[config.mk]
export PLATFORM = sky130hd
export DESIGN_NAME = mem_port_arbiter
export DESIGN_NICKNAME = d
export VERILOG_FILES = /design/src/rtl/mem_arb_pkg.sv /design/src/rtl/mem_port_arbiter_rr_arb2.sv /design/src/rtl/mem_port_arbiter.sv
export SDC_FILE = /design/constraint.sdc
export NUM_CORES = 1
export LEC_CHECK = 0
export ABC_CLOCK_PERIOD_IN_PS = 1580
export BUFFER_PORTS_ARGS = -buffer_cell sky130_fd_sc_hd__buf_4
export CAP_MARGIN = 15
export CORE_ASPECT_RATIO = 1.5
export CORE_MARGIN = 2
export CORE_UTILIZATION = 45
export DETAILED_ROUTE_END_ITERATION = 10
export GPL_TIMING_DRIVEN = 0
export HOLD_SLACK_MARGIN = 0.02
export MAX_ROUTING_LAYER = met4
export PLACE_DENSITY = 0.82
export SLEW_MARGIN = 5
export SYNTH_ARGS = -nofsm -noshare
export SYNTH_HDL_FRONTEND = slang
export SYNTH_SLANG_ARGS = --single-unit
export TNS_END_PERCENT = 20
[constraint.sdc]
create_clock -name clk -period 1.58 [get_ports clk]
set_input_delay 0.237 -clock clk [delete_from_list [all_inputs] [get_ports clk]]
set_output_delay 0.237 -clock clk [all_outputs]
set_load 0.05 [all_outputs]
[src/rtl/mem_arb_pkg.sv]
// Shared types and constants for the main-memory port arbiter.
// Included by the arbiter top and its round-robin picker.
package mem_arb_pkg;

    typedef enum logic [1:0] {
        IDLE,
        ISSUE,
        WAIT,
        RESP
    } state_t;

    localparam logic OWN_IF = 1'b0;
    localparam logic OWN_D  = 1'b1;

    localparam int CNT_W = 4;

    typedef struct packed {
        logic        we;
        logic [31:0] addr;
        logic [31:0] wdata;
        logic [3:0]  wstrb;
    } mem_cmd_t;

endpackage

[src/rtl/mem_port_arbiter_rr_arb2.sv]
// Two-way round-robin pick between fetch (req[0]) and data (req[1]).
// On conflict the port that did not own the last grant wins.
module rr_arb2
    import mem_arb_pkg::*;
(
    input  logic [1:0] req,
    input  logic       last_owner,
    output logic       valid,
    output logic       owner
);

    always_comb begin
        valid = |req;
        owner = OWN_IF;
        unique case (1'b1)
            (req == 2'b11): owner = ~last_owner;
            (req == 2'b10): owner = OWN_D;
            (req == 2'b01): owner = OWN_IF;
            default:        owner = OWN_IF;
        endcase
    end

endmodule

[src/rtl/mem_port_arbiter.sv]
// Single-outstanding arbiter sharing the 32-bit memory port between
// instruction fetch and load/store, with fixed memory latency.
module mem_port_arbiter
    import mem_arb_pkg::*;
#(
    parameter int unsigned LATENCY = 1
) (
    input  logic        clk,
    input  logic        rst,
    input  logic        if_req,
    input  logic [31:0] if_addr,
    output logic        if_gnt,
    output logic        if_rvalid,
    input  logic        d_req,
    input  logic        d_we,
    input  logic [31:0] d_addr,
    input  logic [31:0] d_wdata,
    input  logic [3:0]  d_wstrb,
    output logic        d_gnt,
    output logic        d_rvalid,
    output logic [31:0] rdata,
    output logic        mem_req,
    output logic        mem_we,
    output logic [31:0] mem_addr,
    output logic [31:0] mem_wdata,
    output logic [3:0]  mem_wstrb,
    input  logic [31:0] mem_rdata,
    output logic        busy
);

    state_t           state_q;
    state_t           state_d;
    mem_cmd_t         cmd_q;
    logic             owner_q;
    logic             last_owner_q;
    logic [CNT_W-1:0] cnt_q;
    logic [31:0]      rdata_q;
    logic             if_rvalid_q;
    logic             d_rvalid_q;
    logic             arb_valid;
    logic             arb_owner;
    logic             unused_addr_lsbs;

    assign unused_addr_lsbs = ^{if_addr[1:0], d_addr[1:0]};

    rr_arb2 u_rr (
        .req        ({d_req, if_req}),
        .last_owner (last_owner_q),
        .valid      (arb_valid),
        .owner      (arb_owner)
    );

    always_ff @(posedge clk) begin
        if (rst) state_q <= IDLE;
        else     state_q <= state_d;
    end

    always_comb begin
        state_d   = state_q;
        if_gnt    = 1'b0;
        d_gnt     = 1'b0;
        mem_req   = 1'b0;
        mem_we    = 1'b0;
        mem_addr  = '0;
        mem_wdata = '0;
        mem_wstrb = '0;
        busy      = (state_q != IDLE);
        unique case (state_q)
            IDLE: begin
                if (arb_valid) state_d = ISSUE;
            end
            ISSUE: begin
                state_d   = (LATENCY == 1) ? RESP : WAIT;
                if_gnt    = (owner_q == OWN_IF);
                d_gnt     = (owner_q == OWN_D);
                mem_req   = 1'b1;
                mem_we    = cmd_q.we;
                mem_addr  = cmd_q.addr;
                mem_wdata = cmd_q.wdata;
                mem_wstrb = cmd_q.wstrb;
            end
            WAIT: begin
                if (cnt_q == CNT_W'(1)) state_d = RESP;
            end
            RESP: begin
                state_d = IDLE;
            end
            default: state_d = IDLE;
        endcase
    end

    // Command latch, latency counter and response register.
    always_ff @(posedge clk) begin
        if (rst) begin
            cmd_q        <= '0;
            owner_q      <= OWN_IF;
            last_owner_q <= OWN_D;
            cnt_q        <= '0;
            rdata_q      <= '0;
            if_rvalid_q  <= 1'b0;
            d_rvalid_q   <= 1'b0;
        end else begin
            if_rvalid_q <= 1'b0;
            d_rvalid_q  <= 1'b0;
            unique case (state_q)
                IDLE: begin
                    if (arb_valid) begin
                        owner_q      <= arb_owner;
                        last_owner_q <= arb_owner;
                        if (arb_owner == OWN_D) begin
                            cmd_q.we    <= d_we;
                            cmd_q.addr  <= {d_addr[31:2], 2'b00};
                            cmd_q.wdata <= d_wdata;
                            cmd_q.wstrb <= d_we ? d_wstrb : 4'b0000;
                        end else begin
                            cmd_q.we    <= 1'b0;
                            cmd_q.addr  <= {if_addr[31:2], 2'b00};
                            cmd_q.wdata <= '0;
                            cmd_q.wstrb <= 4'b0000;
                        end
                    end
                end
                ISSUE: cnt_q <= CNT_W'(LATENCY - 1);
                WAIT:  cnt_q <= cnt_q - CNT_W'(1);
                RESP: begin
                    rdata_q <= mem_rdata;
                    if (owner_q == OWN_IF) if_rvalid_q <= 1'b1;
                    else                   d_rvalid_q  <= 1'b1;
                end
                default: ;
            endcase
        end
    end

    assign rdata     = rdata_q;
    assign if_rvalid = if_rvalid_q;
    assign d_rvalid  = d_rvalid_q;

endmodule

## Word level (Yosys, flattened, before mapping)

Cells that the tools add are included.

| operators by class | value |
|---|---|
| add/sub/neg operators | 1 |
| equal/unequal tests | 8 |
| multiplexer cells | 16 |
| bitwise gates (word level) | 3 |
| reductions and logical operators | 7 |

Operators with widths:

| operator | number |
|---|---|
| $mux W69 | 1 |
| $mux W32 | 2 |
| $eq A2 B2 Y1 const B | 4 |
| $mux W4 | 2 |
| $pmux W2 S4 | 1 |
| $pmux W4 S2 | 1 |
| $mux W1 | 6 |
| $eq A4 B1 Y1 const B | 1 |
| $mux W2 | 2 |
| $ne A2 B2 Y1 const B | 2 |
| $reduce_and A2 Y1 | 2 |
| $reduce_bool A2 Y1 | 2 |
| $reduce_or A2 Y1 | 2 |
| $sub A4 B1 Y4 const B | 1 |
| $not A1 Y1 | 3 |
| $eq A2 B1 Y1 const B | 1 |
| $logic_not A2 Y1 | 1 |
| $pmux W1 S2 | 1 |

| storage, ports and cells | value |
|---|---|
| register bits | 111 |

## Longest topological paths before layout

| logic depth | value |
|---|---|
| word-level depth | 3 |
| gate-level depth with buffers | 7 |

## Hierarchy

A second synthesis with hierarchy kept.

| unflattened totals | value |
|---|---|
| cells, all modules | 532 |
| area, all modules | 4744.6 µm² |

Modules (own cells, without submodules):

| module | times used | cells an instance | area each (µm²) |
|---|---|---|---|
| mem_port_arbiter | 1 | 530 | 4730.8 |
| rr_arb2 | 1 | 2 | 13.8 |

## Least setup slack after synthesis

OpenSTA, ideal clock, no wires.

| path | value |
|---|---|
| kind | reg2out |
| from | reg state_q[1] |
| to | out if_gnt |
| data arrival time | 1931 ps |
| data required time | 1343 ps |
| slack | -588 ps |
| cell stages (with the launch flop) | 5 |
| path buffers | 1 |
| path through | dfxtp_1 > inv_1 > ha_1 > clkbuf_1 > nor2b_1 |

| between the ends | value |
|---|---|
| longest elaborated chain between the ends | 2 |

Ends and longest elaborated chain:

| element | RTL line | RTL |
|---|---|---|
| start: declaration | mem_port_arbiter.sv:31 | `state_t state_q;` |
| start signal: assignment | mem_port_arbiter.sv:55 | `else state_q <= state_d;` |
| $eq A2 B1 Y1 | mem_port_arbiter.sv:68 | `unique case (state_q)` |
| $mux W1 | mem_port_arbiter.sv:68 |  |
| end: declaration | mem_port_arbiter.sv:12 | `output logic if_gnt,` |

No other way between the ends.

## Final worst setup path

| path | value |
|---|---|
| from | reg state_q[1] |
| to | out mem_addr[23] |

| between the ends | value |
|---|---|
| longest elaborated chain between the ends | 2 |

Ends and longest elaborated chain:

| element | RTL line | RTL |
|---|---|---|
| $eq A2 B1 Y1 | mem_port_arbiter.sv:68 |  |
| $mux W32 | mem_port_arbiter.sv:68 |  |
| end: declaration | mem_port_arbiter.sv:24 | `output logic [31:0] mem_addr,` |

No other way between the ends.

==> run summary <==
The run finished, with violations left. The final reports fail on setup timing. The data arrival time at the worst-slack endpoint came out at 1550 ps. 244 I/O pins were placed. The number of placement rows was 45; the leakage power figure was 3.27 nW. The tree built by TritonCTS fans out to 109 sinks. For this run, the detailed router's first-pass iteration total came to 4.

The first global-routing pass estimated 21300 um of wire. The startpoint of the most critical register-to-register path was state_q[0]. Entering global routing, the biggest net connects 17 pins. The tools report the number of standard cells after synthesis as 501. The worst hold path was traced through 3 stages.

The filler cells instantiated in the layout total 788. The power per standard cell area is 1470 nW/um2, and the number of levels the H-tree was split into is 3. Cells fill 72.6% of the core in the end. The tools report the final clock skew as 6.28 ps. In this run the register-to-register setup slack is -20 ps. The total DRC errors in the routed layout is 0, and the depth of the most critical reg-to-reg path is 6. The setup path with the least slack is of type flip-flop to primary output.

The hold violation total from the final report was 0. The worst flop-to-flop path endpoint is cmd_q[59]. The initial antenna violation count came out at 0. Sequential-to-total area share from yosys stat: 47.1%.

The post-placement setup slack was -222 ps; the required time of the worst setup path was 1340 ps. The net count of the finished layout is 898. The die span in y came out at 128 um. Number of pins with negative max-slew slack in the final report: 0. Summed over all layers, the global routing overflow is 0. For this block, the initial DRC count from the detailed router was 162. For the pin with the worst max-slew slack, the measured transition is 531 ps.

Across the VDD grid, the largest voltage drop is 709 uV. The buffer cell driving the clock tree root is clkbuf_16. The netlist uses 30 different library cells. Leaving out fill and tap cells, the most frequent cells in the layout are buf_4 (194), dfxtp_1 (107), nor2_1 (68). Cells with a size suffix above 1 make up 40.6% of the layout. The die covers 11100 um2. The flip-flop and latch count after synthesis was 109. The number of global-route vias before repair came out at 4515.

Across the run, the number of max-cap violations was 0. TritonCTS built the clock tree. Setup repair after global routing could not meet its margin everywhere. Leaving out fill and tap cells, the most frequent cell in the layout is buf_4. The tools report the startpoint of the lowest-slack hold path as mem_rdata[18]. The worst-case clock buffer depth came out at 2. The run gives 0 as the number of antenna-violating nets in the routed design. The part of the cycle the worst path needs was 113%. The run gives 64.6% as the normalized max-slew margin. From left edge to right edge, the die measures 86.9 um. The hold path endpoint is rdata[18]. The worst-path maximum fanout came out at 8.

The type of element launching the critical path was a flip-flop. Count of inserted antenna diode cells: 0. Once detailed placement completed, the half-perimeter wirelength came to 10500 um. The synthesized area is 4640 um2, and the weighted congestion reported at the end of routability-driven placement is 0.831.

The register clock-pin slew on the reported worst setup and hold paths is 70 ps. After detailed routing, the average wire length per cell comes to 15.9 um. Once the floorplan was initialized, standard cells occupied 46.0% of the core. During synthesis, Yosys emitted a total of 0 warnings. The clock latency at the later pin of the worst-skew pair is 340 ps.

After floorplanning, the core was sized to cover 10100 um2. Final critical-path setup slack: -206 ps. The average via count per standard cell was 5.26.

The final period demand of the worst path is 1790 ps, and the number of buffers added on ports is 237. The post-synthesis average cell area was 9.26 um2; the wire length reported by the detailed router was 14000 um. Setup violations remaining at the end of the flow were counted as 71.

STA classifies the critical path endpoint as a primary output. Based on the critical path, the design can be clocked at up to 560 MHz. Buffers inserted during clock tree synthesis total 9. In this run the worst hold path is classified as input pin to flip-flop. The worst slack on hold paths is 133 ps, and the layout overhead on the synthesized area is 57.7%. The total global-route track usage is 24.8%. Detailed routing inserted a total of 4610 vias.
==> cell type report <==
cell class / instances / area (um2) / area share, %
buffer: 45 / 287 / 3.92
inverter: 8 / 33.8 / 0.462
multi-input combinational: 340 / 2290 / 31.4
clock inverter: 4 / 50.0 / 0.684
clock buffer: 11 / 233 / 3.18
tap: 117 / 146 / 2.00
timing repair buffer: 242 / 2090 / 28.5
sequential: 109 / 2180 / 29.9
==> cell usage after synthesis, drive strengths merged <==
cell type | number | area share, %
a32oi | 33 | 6.2
clkbuf | 26 | 2.1
a32o | 1 | 0.22
buf | 19 | 2.3
and3 | 1 | 0.14
mux2i | 63 | 14
and2 | 69 | 9.3
o22ai | 1 | 0.14
o21a | 1 | 0.16
nor2 | 68 | 5.5
nor2b | 2 | 0.27
ha | 6 | 1.6
nand4b | 1 | 0.19
o21ai | 33 | 3.6
inv | 8 | 0.65
mux2 | 2 | 0.49
a21boi | 1 | 0.24
nor3 | 2 | 0.22
a21oi | 37 | 4.0
o32a | 1 | 0.22
dfxtp | 109 | 47
nand4 | 4 | 0.54
conb | 1 | 0.081
nor3b | 2 | 0.32
nand2 | 10 | 0.81
==> state kept, by name, indices dropped and copies added, names as in the netlist <==
signal	count
state_q	2
rdata	32
last_owner_q	1
if_rvalid	1
owner_q	1
cnt_q	4
cmd_q	67
d_rvalid	1
==> critical path, cell delays in order, from the launching register on <==
cell       delay (ps)
dfxtp_2           320
inv_2              90
ha_4              210
clkbuf_16         180
clkbuf_16         130
and2_4            140
buf_8             140
==> through the flow <==
step                      cell area [um2]  cells  total power [mW]  TNS [ps]
final                                7310    876              10.7    -10370
after floorplan                      4710    502              6.67     -2180
after global routing                 7310    876              11.2    -15590
after global placement               6630    856              7.94     -3930
after detailed placement             6630    856              8.05     -7340
after CTS                            7280    875              10.7    -11220
==> kinds of logic after synthesis <==
group | count (synthesis) | share of synthesized area (%)
simple gates | 159 | 17.3
flops | 109 | 47.1
compound gates | 108 | 14.8
mux | 65 | 14.1
buf+inv | 53 | 5.10
fa+ha+maj | 6 | 1.62
other cells | 1 | 0.0809
==> worst max path at each step <==
stage,start,endpoint,slack (ps),cells past startpoint
floorplan,state_q[1],state_q[0],-90,5
global placement,state_q[1],mem_addr[26],-190,6
detailed placement,state_q[1],mem_addr[28],-220,6
CTS,state_q[1],mem_addr[19],-220,6
global route,state_q[1],mem_addr[23],-250,6
finish,state_q[1],mem_addr[23],-210,6
==> where the power goes <==
part	internal (mW)	leakage, nW	switching [mW]
combinational	2.00	2.24	3.04
sequential	3.25	0.891	0.256
clock	1.22	0.132	0.975
==> repair_timing <==
| item | CTS | global route |
|---|---|---|
| buffers inserted | 2 | 1 |
| setup endpoints to repair | 126 | 136 |
| gates resized for setup | 93 | 14 |
| pin swaps | 13 | 0 |
| hold endpoints to repair | 0 | 0 |
| hold buffers | 0 | 0 |
| cloned | 2 | 0 |
==> metal layers <==
metal / track usage (%) / share of wire [%]
met2: 44.0 / 54
met4: 12.6 / 3.9
met1: 26.3 / 38
met3: 3.35 / 4.6
met5: - / 0
Note: power is estimated with default switching activity, not from simulation.
